===== config.mk =====
export PLATFORM = sky130hd
export DESIGN_NAME = unidade_entrada_dados
export DESIGN_NICKNAME = d
export VERILOG_FILES = /design/src/rtl/pkg_entrada_dados.sv /design/src/rtl/filtro_botao.sv /design/src/rtl/unidade_entrada_dados.sv
export SDC_FILE = /design/constraint.sdc
export NUM_CORES = 1
export LEC_CHECK = 0
export CORE_UTILIZATION = 45
export CTS_CLUSTER_DIAMETER = 100
export DETAILED_ROUTE_END_ITERATION = 8
export GPL_TIMING_DRIVEN = 0
export PLACE_DENSITY = 0.72
export SLEW_MARGIN = 20
export SYNTH_ARGS = -nofsm -noshare
export SYNTH_HDL_FRONTEND = slang
export SYNTH_SLANG_ARGS = --single-unit
export TNS_END_PERCENT = 5

===== constraint.sdc =====
create_clock -name clock -period 2.35 [get_ports clock]
set_input_delay 0.47 -clock clock [delete_from_list [all_inputs] [get_ports clock]]
set_output_delay 0.47 -clock clock [all_outputs]
set_load 0.1 [all_outputs]

===== src/rtl/pkg_entrada_dados.sv =====
// rtl/pkg_entrada_dados.sv - State encodings and defaults for the input-capture unit
package pkg_entrada_dados;

    typedef logic [1:0] estado_t;

    localparam estado_t OCIOSO         = 2'b00;
    localparam estado_t ESPERA_PRESSAO = 2'b01;
    localparam estado_t ESPERA_SOLTURA = 2'b10;
    localparam estado_t CONCLUIDO      = 2'b11;

    localparam int DEBOUNCE_PADRAO = 50000;

endpackage


===== src/rtl/filtro_botao.sv =====
// rtl/filtro_botao.sv - Pushbutton synchronizer and debounce filter with edge pulses
module filtro_botao
    import pkg_entrada_dados::*;
#(
    parameter int DEBOUNCE_CICLOS = DEBOUNCE_PADRAO
) (
    input  logic clock,
    input  logic reset_n,
    input  logic botao,
    output logic botao_limpo,
    output logic borda_subida,
    output logic borda_descida
);

    localparam int LARGURA_CONT = $clog2(DEBOUNCE_CICLOS + 1);
    localparam logic [LARGURA_CONT-1:0] ULTIMO = LARGURA_CONT'(DEBOUNCE_CICLOS - 1);

    logic                    sinc_1;
    logic                    sinc_2;
    logic [LARGURA_CONT-1:0] contador;
    logic                    troca;

    // The pulse is combinational so the FSM moves on the same edge the level toggles.
    assign troca         = (sinc_2 != botao_limpo) && (contador == ULTIMO);
    assign borda_subida  = troca && sinc_2;
    assign borda_descida = troca && !sinc_2;

    always_ff @(posedge clock or negedge reset_n) begin
        if (!reset_n) begin
            sinc_1      <= 1'b0;
            sinc_2      <= 1'b0;
            botao_limpo <= 1'b0;
            contador    <= '0;
        end else begin
            sinc_1 <= botao;
            sinc_2 <= sinc_1;
            if ((sinc_2 == botao_limpo) || troca) begin
                contador <= '0;
            end else begin
                contador <= contador + 1'b1;
            end
            if (troca) begin
                botao_limpo <= sinc_2;
            end
        end
    end

endmodule


===== src/rtl/unidade_entrada_dados.sv =====
// rtl/unidade_entrada_dados.sv - Stalls an input instruction until a confirmed switch capture
module unidade_entrada_dados
    import pkg_entrada_dados::*;
#(
    parameter int LARGURA_CHAVES  = 16,
    parameter int DEBOUNCE_CICLOS = DEBOUNCE_PADRAO
) (
    input  logic                      clock,
    input  logic                      reset_n,
    input  logic [LARGURA_CHAVES-1:0] chaves,
    input  logic                      botao_confirma,
    input  logic                      ctrl_entrada,
    output logic [31:0]               entrada_dados,
    output logic                      pausa,
    output logic                      dado_valido
);

    logic [LARGURA_CHAVES-1:0] chaves_1;
    logic [LARGURA_CHAVES-1:0] chaves_2;
    logic [LARGURA_CHAVES-1:0] captura;
    estado_t                   estado;
    estado_t                   proximo;
    logic                      carrega;
    logic                      botao_limpo;
    logic                      borda_subida;
    logic                      borda_descida;
    logic                      nivel_unused;

    filtro_botao #(
        .DEBOUNCE_CICLOS(DEBOUNCE_CICLOS)
    ) u_filtro_botao (
        .clock        (clock),
        .reset_n      (reset_n),
        .botao        (botao_confirma),
        .botao_limpo  (botao_limpo),
        .borda_subida (borda_subida),
        .borda_descida(borda_descida)
    );

    // Only the edges drive the FSM; the steady level is not needed here.
    assign nivel_unused = botao_limpo;

    always_comb begin
        proximo = estado;
        carrega = 1'b0;
        case (estado)
            OCIOSO: begin
                if (ctrl_entrada) proximo = ESPERA_PRESSAO;
            end
            ESPERA_PRESSAO: begin
                if (borda_subida) begin
                    proximo = ESPERA_SOLTURA;
                    carrega = 1'b1;
                end else if (!ctrl_entrada) begin
                    proximo = OCIOSO;
                end
            end
            ESPERA_SOLTURA: begin
                if (borda_descida) proximo = CONCLUIDO;
            end
            default: proximo = OCIOSO;
        endcase
    end

    always_ff @(posedge clock or negedge reset_n) begin
        if (!reset_n) begin
            chaves_1 <= '0;
            chaves_2 <= '0;
            captura  <= '0;
            estado   <= OCIOSO;
        end else begin
            chaves_1 <= chaves;
            chaves_2 <= chaves_1;
            estado   <= proximo;
            if (carrega) captura <= chaves_2;
        end
    end

    assign entrada_dados = 32'(captura);
    assign pausa         = ((estado == OCIOSO) && ctrl_entrada)
                         || (estado == ESPERA_PRESSAO) || (estado == ESPERA_SOLTURA);
    assign dado_valido   = (estado == CONCLUIDO);

endmodule


==> results_dict.tcl <==
set metrics [dict create \
    drc 0 \
    path_cells "clkdlybuf4s50_1" \
    hold_viol 0 \
    antenna_found_initial 0 \
    coreArea_um2 5510 \
    cts_max_path_buffers 2 \
    nFillCells 430 \
    via_per_inst 4.53 \
    critPathCaptureType "primary output" \
    postCtsSetupRepairBufs 0 \
    cts_tree "yes" \
    layout_min_cycle_time_ns 2.30 \
    routabilityCongestion 0.780 \
    path_buf_inv 1 \
    cts.sinks 69 \
    dpl_cell_area_um2 3130 \
    cts-root-buf "clkbuf_8" \
    chipHeight_um 77.8 \
    nets 266 \
    fmax_mhz 435 \
    ys_ff_latch 69 \
    grt_pass1_vias 1438 \
    num_antenna_cells 0 \
    first_pass_iters 4 \
    tns_ns 0 \
    fin_crit_sh 0.979 \
    cpPeakStageDelay_ns 1.13 \
    status "completed" \
    synthTopCellsByArea "dfrtp_1, mux2_4, buf_4" \
    yosys_warnings 0 \
    routed_wl_um 3890 \
    chipWidth_um 77.8 \
    grtUsageTotal 0.150 \
    cts_made_buffers 9 \
    cp-start-kind "flip-flop" \
    final_area_um2 3320 \
    worst_slew_pin_slew_ns 0.991 \
    grt_max_degree 43 \
    syn_to_final_growth_pct 28.6 \
    rows 27 \
    arrival_ns 1.83 \
    clkTransAtPathRegs_ns 0.07 \
    crit_family "buffers and inverters" \
    fin_ws_ns 0.0487 \
    layout-drive-gt1-share 0.240 \
    drtIter0Drc 52 \
    synth_top_area_frac 0.668 \
    io_pins 54 \
    dp_hpwl_um 2720 \
    timing.slew.headroom 0.337 \
    cp_max_fo 2 \
    cap_violations 0 \
    ctsHoldBuffers 0 \
    critPathRequiredTime_ns 1.88 \
    pre_cts_ws_ns -0.402 \
    ys_types 29 \
    syn_area_per_cell_um2 14.3 \
    path_class "reg2out" \
    seq_area_frac_synth 0.668 \
    start_util 0.469 \
    synth_top_area_cell "dfrtp_1" \
    crit_slowest_cell "clkdlybuf4s50_1" \
    hold_class "in2async" \
    ir_worst_vdd_v 0.000316 \
    power.density_nw_per_um2 714 \
    wl_per_cell_um 12.1 \
    syn_inst 181 \
    antenna_left 0 \
    htree_num_levels 3 \
    instances_no_fill 322 \
    hold-worst-slack_ns 0.0479 \
    clkLatencyLatePin_ns 0.33 \
    grt_overflow 0 \
    grt_pass1_wl_um 6720 \
    finClkSkew_ns 0.00738 \
    netlist_area_um2 2580 \
    dr_total_vias 1458 \
    dieArea_um2 6050 \
    slew_violations 0 \
    setup_viol 0 \
    port_buffers 37 \
    power.leakage_nw 1.56 \
    dp.cells 306 \
]
## synthesized netlist by cell type (all sizes together)
library cell,instances
dfrtp,69
buf,18
nor2,18
mux2,17
xnor2,12
nor3,7
nand3,6
inv,5
nand2,5
nand4,4
nor4,4
xor2,3
and3,2
nor4b,2
a21oi,1
and2,1
and4b,1
clkbuf,1
conb,1
ha,1
nand2b,1
o32a,1
or4,1
## path summary, 6_finish.rpt
path / to / slack [ns] / cells after the start / from
max in group asynchronous: captura[12]$_DFFE_PN0P_ / 1.77 / 2 / reset_n
hold / removal: chaves_2[3]$_DFF_PN0_ / 0.05 / 1 / reset_n
setup / recovery: entrada_dados[3] / 0.05 / 1 / captura[3]$_DFFE_PN0P_
min in group clock: chaves_2[15]$_DFF_PN0_ / 0.35 / 0 / chaves_1[15]$_DFF_PN0_
setup reg to reg: captura[9]$_DFFE_PN0P_ / 0.09 / 7 / u_filtro_botao.contador[0]$_DFF_PN0_
hold reg to reg: chaves_2[15]$_DFF_PN0_ / 0.35 / 0 / chaves_1[15]$_DFF_PN0_
## metal layers
layer,up-vias,GRT usage,share of wire
met4,0,0.0792,0.022
li1,703,-,-
met1,701,0.176,0.42
met2,45,0.250,0.51
met5,-,0,0
met3,9,0.0435,0.044
## repair_timing
item	CTS	global route
endpoints found under the hold margin	0	0
pin swaps	0	0
gates resized for setup	4	3
endpoints found under the setup margin	2	10
## sequential cells by signal (all words and copies together) (netlist names)
| signal | cells |
|---|---|
| u_filtro_botao.botao_limpo | 1 |
| u_filtro_botao.sinc_1 | 1 |
| chaves_1 | 16 |
| chaves_2 | 16 |
| captura | 16 |
| u_filtro_botao.sinc_2 | 1 |
| estado | 2 |
| u_filtro_botao.contador | 16 |
## final cells by class
class	count	area, um2	share of cell area
flip-flops and latches	69	1730	0.520
repair buffers	38	384	0.116
plain buffers	19	155	0.0467
clock inverters	4	47.5	0.0143
clock buffers	12	145	0.0437
multi-input cells	103	756	0.227
well taps	72	90.1	0.0271
inverters	5	18.8	0.00565
## where the power goes
| group | total, mW | internal, mW | switching (mW) | leakage [nW] |
|---|---|---|---|---|
| combinational | 0.217 | 0.0582 | 0.159 | 0.583 |
| sequential | 1.23 | 1.22 | 0.0129 | 0.882 |
| clock | 0.920 | 0.516 | 0.404 | 0.0964 |
| total | 2.37 | 1.80 | 0.576 | 1.56 |
## cell usage in the layout (no fill, tap or decap), types with 3 or more instances in the layout
cell type and count:
xnor2_1 12, inv_1 5, nand2_1 5, dfrtp_1 69
clkbuf_8 10, nor2_1 17, conb_1 16, mux2_2 8
mux2_4 9, nor4_1 4, clkdlybuf4s50_1 34, nor3_1 7
nand4_1 3, buf_4 17, nand3_1 6, clkbuf_1 3
xor2_1 3
## worst register-to-register path, delay by kind of cell, from the launching register on
family / cells / cell delay, ns
flip-flops: 1 / 0.39
buffers and inverters: 2 / 0.31
adder cells (fa/ha/maj): 1 / 0.21
multiplexers: 1 / 0.29
AND/OR/NAND/NOR: 3 / 0.94
## cell families after synthesis
logic type	count (synthesis)	synth area share
simple gates	52	0.114
mux	17	0.0872
flops	69	0.668
xor+xnor	15	0.0508
other cells	1	0.00145
fa+ha+maj	1	0.00484
buf+inv	24	0.0673
compound gates	2	0.00629
## metrics by stage
step | power (mW) | utilization
3_3_place_gp | 1.47 | 0.564
2_1_floorplan | 1.41 | -
4_1_cts | 2.41 | 0.603
3_5_place_dp | 1.48 | 0.568
5_1_grt | 2.47 | 0.603
6_report | 2.37 | 0.603
Note: power is estimated with default switching activity, not from simulation.
